===== config.mk =====
export PLATFORM = sky130hd
export DESIGN_NAME = fetch_queue
export DESIGN_NICKNAME = d
export VERILOG_FILES = /design/src/rtl/fetch_pkg.sv /design/src/rtl/sync_fifo.sv /design/src/rtl/fetch_queue.sv
export SDC_FILE = /design/constraint.sdc
export NUM_CORES = 1
export LEC_CHECK = 0
export BUFFER_PORTS_ARGS = -buffer_cell sky130_fd_sc_hd__buf_2
export CAP_MARGIN = 5
export CORE_UTILIZATION = 45
export CTS_CLUSTER_SIZE = 10
export DETAILED_ROUTE_END_ITERATION = 10
export PLACE_DENSITY = 0.66
export SLEW_MARGIN = 20
export SYNTH_ARGS = -nofsm -noshare
export SYNTH_HDL_FRONTEND = slang
export SYNTH_HIERARCHICAL = 1
export SYNTH_SLANG_ARGS = --single-unit

===== constraint.sdc =====
create_clock -name clk -period 1.86 [get_ports clk]
set_input_delay 0.186 -clock clk [delete_from_list [all_inputs] [get_ports clk]]
set_output_delay 0.186 -clock clk [all_outputs]
set_load 0.005 [all_outputs]

===== src/rtl/fetch_pkg.sv =====
// Shared defaults, FSM state encoding and queue entry layout for the fetch queue.
package fetch_pkg;
   localparam int DEF_DATA_W  = 32;
   localparam int DEF_ADDR_W  = 32;
   localparam int DEF_DEPTH   = 4;
   localparam int DEF_PC_STEP = 4;

   typedef enum logic [1:0] {
      IDLE = 2'd0,
      WAIT = 2'd1,
      DROP = 2'd2
   } fetch_state_e;

   typedef struct packed {
      logic [DEF_ADDR_W-1:0] pc;
      logic [DEF_DATA_W-1:0] instr;
   } fetch_entry_t;
endpackage


===== src/rtl/sync_fifo.sv =====
// Single-clock FIFO with registered storage, flush, and count/full/empty status.
module sync_fifo #(
   parameter int WIDTH = 64,
   parameter int DEPTH = 4
) (
   input  logic                    clk,
   input  logic                    rst_n,
   input  logic                    push,
   input  logic [WIDTH-1:0]        push_data,
   input  logic                    pop,
   input  logic                    flush,
   output logic [WIDTH-1:0]        head_data,
   output logic [$clog2(DEPTH):0]  count,
   output logic                    full,
   output logic                    empty
);
   localparam int PTR_W = $clog2(DEPTH);
   localparam int CNT_W = PTR_W + 1;
   localparam logic [CNT_W-1:0] DEPTH_C = CNT_W'(DEPTH);

   logic [WIDTH-1:0] mem_q [DEPTH];
   logic [WIDTH-1:0] mem_d [DEPTH];
   logic [PTR_W-1:0] wr_ptr_q, wr_ptr_d;
   logic [PTR_W-1:0] rd_ptr_q, rd_ptr_d;
   logic [CNT_W-1:0] count_q, count_d;
   logic             do_push, do_pop;

   assign full      = (count_q == DEPTH_C);
   assign empty     = (count_q == '0);
   assign count     = count_q;
   assign head_data = mem_q[rd_ptr_q];
   assign do_push   = push && !full && !flush;
   assign do_pop    = pop && !empty && !flush;

   always_comb begin
      mem_d    = mem_q;
      wr_ptr_d = wr_ptr_q;
      rd_ptr_d = rd_ptr_q;
      count_d  = count_q;
      if (flush) begin
         wr_ptr_d = '0;
         rd_ptr_d = '0;
         count_d  = '0;
      end else begin
         if (do_push) begin
            mem_d[wr_ptr_q] = push_data;
            wr_ptr_d        = wr_ptr_q + 1'b1;
         end
         if (do_pop) begin
            rd_ptr_d = rd_ptr_q + 1'b1;
         end
         case ({do_push, do_pop})
            2'b10:   count_d = count_q + 1'b1;
            2'b01:   count_d = count_q - 1'b1;
            default: count_d = count_q;
         endcase
      end
   end

   // Storage is reset so the head reads as zero until the first push.
   always_ff @(posedge clk or negedge rst_n) begin
      if (!rst_n) begin
         for (int i = 0; i < DEPTH; i++) begin
            mem_q[i] <= '0;
         end
         wr_ptr_q <= '0;
         rd_ptr_q <= '0;
         count_q  <= '0;
      end else begin
         mem_q    <= mem_d;
         wr_ptr_q <= wr_ptr_d;
         rd_ptr_q <= rd_ptr_d;
         count_q  <= count_d;
      end
   end
endmodule


===== src/rtl/fetch_queue.sv =====
// Prefetch stage: owns the fetch PC, keeps one ROM request in flight and queues {pc, instr}.
// Defining FETCH_QUEUE_STATS_EN adds the statFetched/statDropped/statStall counters.
//
// state | meaning
// IDLE  | may issue a request when the queue has room and no redirect is present
// WAIT  | request outstanding, its response will be pushed
// DROP  | request outstanding, its response belongs to a squashed path
module fetch_queue
   import fetch_pkg::*;
#(
   parameter int                DATA_W   = DEF_DATA_W,
   parameter int                ADDR_W   = DEF_ADDR_W,
   parameter int                DEPTH    = DEF_DEPTH,
   parameter int                PC_STEP  = DEF_PC_STEP,
   parameter logic [ADDR_W-1:0] RESET_PC = '0
) (
   input  logic              clk,
   input  logic              rst_n,
   output logic              memReq,
   output logic [ADDR_W-1:0] memAddr,
   input  logic              memReady,
   input  logic [DATA_W-1:0] memData,
   input  logic              redirectValid,
   input  logic [ADDR_W-1:0] redirectPc,
   output logic              instrValid,
   output logic [DATA_W-1:0] instrData,
   output logic [ADDR_W-1:0] instrPc,
   input  logic              instrTake
`ifdef FETCH_QUEUE_STATS_EN
   ,
   output logic [31:0]       statFetched,
   output logic [31:0]       statDropped,
   output logic [31:0]       statStall
`endif
);
   localparam int CNT_W = $clog2(DEPTH) + 1;
   localparam int ENT_W = ADDR_W + DATA_W;
   localparam logic [CNT_W-1:0]  DEPTH_C = CNT_W'(DEPTH);
   localparam logic [ADDR_W-1:0] STEP_C  = ADDR_W'(PC_STEP);

   fetch_state_e      state_q, state_d;
   logic [ADDR_W-1:0] fetch_pc_q, fetch_pc_d;
   logic [ADDR_W-1:0] mem_addr_q, mem_addr_d;
   logic              mem_req_q, mem_req_d;
   logic              fifo_push, fifo_pop;
   logic [ENT_W-1:0]  fifo_head;
   logic [CNT_W-1:0]  fifo_count;
   logic              fifo_full, fifo_empty;

   assign fifo_pop = instrTake && !fifo_empty && !redirectValid;

   always_comb begin
      state_d    = state_q;
      fetch_pc_d = fetch_pc_q;
      mem_addr_d = mem_addr_q;
      mem_req_d  = 1'b0;
      fifo_push  = 1'b0;
      if (redirectValid) begin
         fetch_pc_d = redirectPc;
      end
      unique case (state_q)
         IDLE: begin
            if (!redirectValid && (fifo_count < DEPTH_C)) begin
               mem_req_d  = 1'b1;
               mem_addr_d = fetch_pc_q;
               state_d    = WAIT;
            end
         end
         WAIT: begin
            if (memReady) begin
               state_d = IDLE;
               if (!redirectValid) begin
                  fifo_push  = 1'b1;
                  fetch_pc_d = fetch_pc_q + STEP_C;
               end
            end else if (redirectValid) begin
               state_d = DROP;
            end
         end
         // The squashed response retires the request; fetchPc already holds the newest target.
         DROP: begin
            if (memReady) begin
               state_d = IDLE;
            end
         end
         default: state_d = IDLE;
      endcase
   end

   always_ff @(posedge clk or negedge rst_n) begin
      if (!rst_n) begin
         state_q    <= IDLE;
         fetch_pc_q <= RESET_PC;
         mem_addr_q <= RESET_PC;
         mem_req_q  <= 1'b0;
      end else begin
         state_q    <= state_d;
         fetch_pc_q <= fetch_pc_d;
         mem_addr_q <= mem_addr_d;
         mem_req_q  <= mem_req_d;
      end
   end

   sync_fifo #(
      .WIDTH (ENT_W),
      .DEPTH (DEPTH)
   ) u_fifo (
      .clk       (clk),
      .rst_n     (rst_n),
      .push      (fifo_push),
      .push_data ({fetch_pc_q, memData}),
      .pop       (fifo_pop),
      .flush     (redirectValid),
      .head_data (fifo_head),
      .count     (fifo_count),
      .full      (fifo_full),
      .empty     (fifo_empty)
   );

   assign memReq     = mem_req_q;
   assign memAddr    = mem_addr_q;
   assign instrValid = !fifo_empty;
   assign {instrPc, instrData} = fifo_head;

`ifdef FETCH_QUEUE_STATS_EN
   logic [31:0] stat_fetched_q, stat_fetched_d;
   logic [31:0] stat_dropped_q, stat_dropped_d;
   logic [31:0] stat_stall_q, stat_stall_d;
   logic        drop_evt, stall_evt;

   always_comb begin
      drop_evt       = memReady && ((state_q == DROP) || ((state_q == WAIT) && redirectValid));
      stall_evt      = (state_q == IDLE) && fifo_full && !redirectValid;
      stat_fetched_d = stat_fetched_q + {31'd0, fifo_push};
      stat_dropped_d = stat_dropped_q + {31'd0, drop_evt};
      stat_stall_d   = stat_stall_q + {31'd0, stall_evt};
   end

   always_ff @(posedge clk or negedge rst_n) begin
      if (!rst_n) begin
         stat_fetched_q <= '0;
         stat_dropped_q <= '0;
         stat_stall_q   <= '0;
      end else begin
         stat_fetched_q <= stat_fetched_d;
         stat_dropped_q <= stat_dropped_d;
         stat_stall_q   <= stat_stall_d;
      end
   end

   assign statFetched = stat_fetched_q;
   assign statDropped = stat_dropped_q;
   assign statStall   = stat_stall_q;
`else
   logic unused_full;
   assign unused_full = fifo_full;
`endif
endmodule


==> reports/results.tsv <==
metric	value	unit
status	complete, but fails checks	
violations in the final reports	negative setup slack	
Synth Area in Compound Gates	2.612	%
dpl cells	1606	
H-tree depth	2	
FF+latch count, synth	330	
drt wl/cell	22.47	µm
main combinational cell family by area after synthesis	multiplexers	
starting density of the core	45.61	%
synthesized area per cell	15.25	µm²
Post-Syn Instances	971	
post-synthesis cell area	14800	µm²
TritonCTS clock tree	yes	
CP max stage cell	mux4_2	
CTS buffer count	39	
ANT nets after route	0	
met1 Use GR	30.13	%
Final #Nets	1402	
VDD IR max	0.0007982	V
Leak Pwr	9.259	nW
# fillers	2476	
Simple-Gate Fraction of Synth Area	5.139	%
Crit path largest cell delay	550	ps
largest net degree at the start of global routing	62	
Pwr Total	0.01858	W
Max transition margin	66.00	%
CP Data Required Time	1670	ps
initial antenna violation count	2	
DRC	0	
endpoints failing hold	0	
Crit Path Class	flip-flop to output pin	
Worst Slack Setup Final	-289.3	ps
# setup viols final	317	
power density over the cells	935.2	nW/µm²
chip height	183.4	µm
post-layout util	61.22	%
core footprint	32450	µm²
CTS sink cnt	330	
First-pass DRT Iterations	4	
switching share of power	25.20	%
combinational power share	18.3	%
total gr overflow	0	
Clock Tree Root	clkbuf_16	
post-synthesis mux area share	31.93	%
number of global-route vias before repair	9899	
design area	19870	µm²
register area share after synthesis	55.79	%
Synth Area in XOR/XNOR	0.7692	%
busiest grt layer	met2	
Net Count, Synth	1046	
CP top delay family	multiplexers	
num ports	167	
period utilisation layout	115.6	%
clk_skew	15.93	ps
count of input and output buffers	166	
Yosys cell types	46	
Slew Viols, Final	0	
RSZ-0062 raised after global routing	yes	
Ys Warns	6	
share of cells above drive strength 1	56.04	%
Startpoint Class	flip-flop	
Crit path arrival time	1960	ps
clock power share	35.7	%
Longest Clk Path Bufs	3	
met3 usage	3.892	%
Sum Neg Setup Slack	-30700	ps
Int Power	0.01390	W
WP buf/inv	3	
Clk Latency, worst-skew pair	530	ps
first-pass GRT wire length	55950	µm
measured slew at the worst slew-check pin	506.0	ps
1st-iter DRT viols	583	
fin cells	1784	
CTS clock-pin slew for the worst setup and hold paths	50	ps
gr usage total	21.42	%
post-synthesis async set-or-reset flop share	100.0	%
final wirelength	40090	µm
cells along the critical path	buf_12, buf_16, mux4_2, buf_2	
part of the power in registers	46.1	%
Area Growth Syn to Fin	34.21	%
DIE WIDTH	183.4	µm
vias per cell	5.498	
vias	9809	
placed inst area	16750	µm²
fmax	465.3	MHz
max-cap violations	0	
routability cong.	0.7593	
Rows	66	
M2 GR Usage	34.34	%
EDFF count, synth	0	
Die ar.	33620	µm²
Tmin final	2149	ps
Multi-input gate area	6365	µm²
worst min-delay path category	input port to flip-flop	
Net Sw Power	0.004681	W
peak fanout along the critical path	8	
register area	8272	µm²
DP Wirelength	22460	µm
crit end category	output pin	
Synth Flop Type	dfrtp_1	
Post-Synth Adder-Cell Area	0.5579	%
==> state kept, by name, indices dropped and copies added (netlist names) <==
register and count:
u_fifo/rd_ptr_q 2, fetch_pc_q 32, state_q 2, memReq 1
u_fifo/count 3, u_fifo/wr_ptr_q 2, memAddr 32, u_fifo/mem_q 256
==> synthesized netlist by cell type (3+ instances only) <==
| cell type | number | area [µm²] |
|---|---|---|
| a21oi_1 | 4 | 20.02 |
| a31oi_1 | 19 | 118.9 |
| and4_1 | 3 | 26.28 |
| buf_1 | 5 | 18.77 |
| buf_2 | 13 | 65.06 |
| buf_6 | 25 | 281.5 |
| clkbuf_1 | 17 | 63.81 |
| dfrtp_1 | 330 | 8258 |
| ha_1 | 5 | 62.56 |
| inv_1 | 10 | 37.54 |
| mux2_2 | 290 | 3266 |
| mux4_2 | 64 | 1441 |
| nand2_1 | 26 | 97.59 |
| nand2_2 | 4 | 25.02 |
| nand2b_1 | 5 | 31.28 |
| nand3_1 | 9 | 45.04 |
| nand3b_1 | 3 | 22.52 |
| nand4_1 | 10 | 62.56 |
| nor2_1 | 31 | 116.4 |
| nor3_1 | 5 | 25.02 |
| nor4_1 | 4 | 25.02 |
| o21ai_0 | 14 | 70.07 |
| o31ai_1 | 14 | 105.1 |
| or3_1 | 4 | 25.02 |
| or4_1 | 18 | 135.1 |
| xnor2_1 | 6 | 52.55 |
| xor2_1 | 7 | 61.31 |
==> per-stage QoR <==
step	setup WS [ps]	hold WS [ps]
after floorplan	-152.3	-109.6
after global placement	-93.24	115.7
after detailed placement	-70.66	120.3
after CTS	-315.5	97.04
after global routing	-332.0	162.5
final	-289.3	153.7
==> power groups by stage <==
stage                     Clock (W)  Sequential (W)  Combinational (W)
after floorplan                   0         0.00859            0.00166
after global placement            0         0.00862            0.00308
after global routing        0.00709         0.00867            0.00370
after CTS                   0.00679         0.00854            0.00330
after detailed placement          0         0.00866            0.00314
final                       0.00663         0.00856            0.00339
==> worst paths after layout <==
| path | start | endpoint | slack, ps | cells after the start |
|---|---|---|---|---|
| max | u_fifo/rd_ptr_q[0] | instrPc[18] | -290 | 4 |
| min | redirectValid | u_fifo/count[0] | 150 | 3 |
| max reg2reg | state_q[1] | u_fifo/mem_q[92] | -120 | 8 |
| min reg2reg | u_fifo/mem_q[119] | u_fifo/mem_q[119] | 490 | 1 |
| max in group asynchronous | rst_n | u_fifo/rd_ptr_q[1] | 890 | 3 |
| min in group asynchronous | rst_n | u_fifo/mem_q[136] | 170 | 2 |
==> worst register-to-register path, cell delays in order, from the launching register on <==
cell and delay, ps:
dfrtp_1 380, nand3b_1 220, nor2_4 140, inv_4 60
nor3_4 150, buf_12 230, nand2_8 160, clkbuf_16 240
mux2_2 280
==> cells in the final DEF (no fill, tap or decap), types with 17 or more instances in the layout <==
cell,count
clkbuf_16,65
nor2_1,29
dlygate4sd3_1,66
buf_2,160
mux4_2,64
a31oi_1,18
mux2_2,289
dfrtp_1,323
buf_12,17
nand2_1,25
buf_4,69
==> metal layers <==
metal | up-vias | part of all wire [%]
met4 | 0 | 2.0
met1 | 5121 | 45
met5 | - | 0
li1 | 4374 | -
met3 | 57 | 4.8
met2 | 257 | 49
==> repair_timing <==
action,CTS,global route
setup buffers,7,6
hold endpoints to repair,317,0
endpoints found under the setup margin,100,359
gates cloned,3,40
hold buffers,66,0
resized for setup,14,61
pin swaps,17,20
==> kinds of logic (layout without fill, tap and decap cells) <==
family,count (synthesis),in the layout
adders and majority gates,6,6
AOI/OAI and AO/OA,60,60
DFF,330,330
and+or+nand+nor,135,139
muxes,356,356
buffers and inverters,71,436
xor gates and xnor gates,13,13
other,0,2
==> cell type report <==
class,count,share of cell area [%]
Antenna cell,2,0.02519
Sequential cell,330,41.64
Clock inverter,3,0.1323
Inverter,10,0.2015
Clock buffer,51,5.190
Timing Repair Buffer,372,17.99
Multi-Input combinational cell,574,32.04
Tap cell,442,2.784
(Power assumes the default switching activity.)
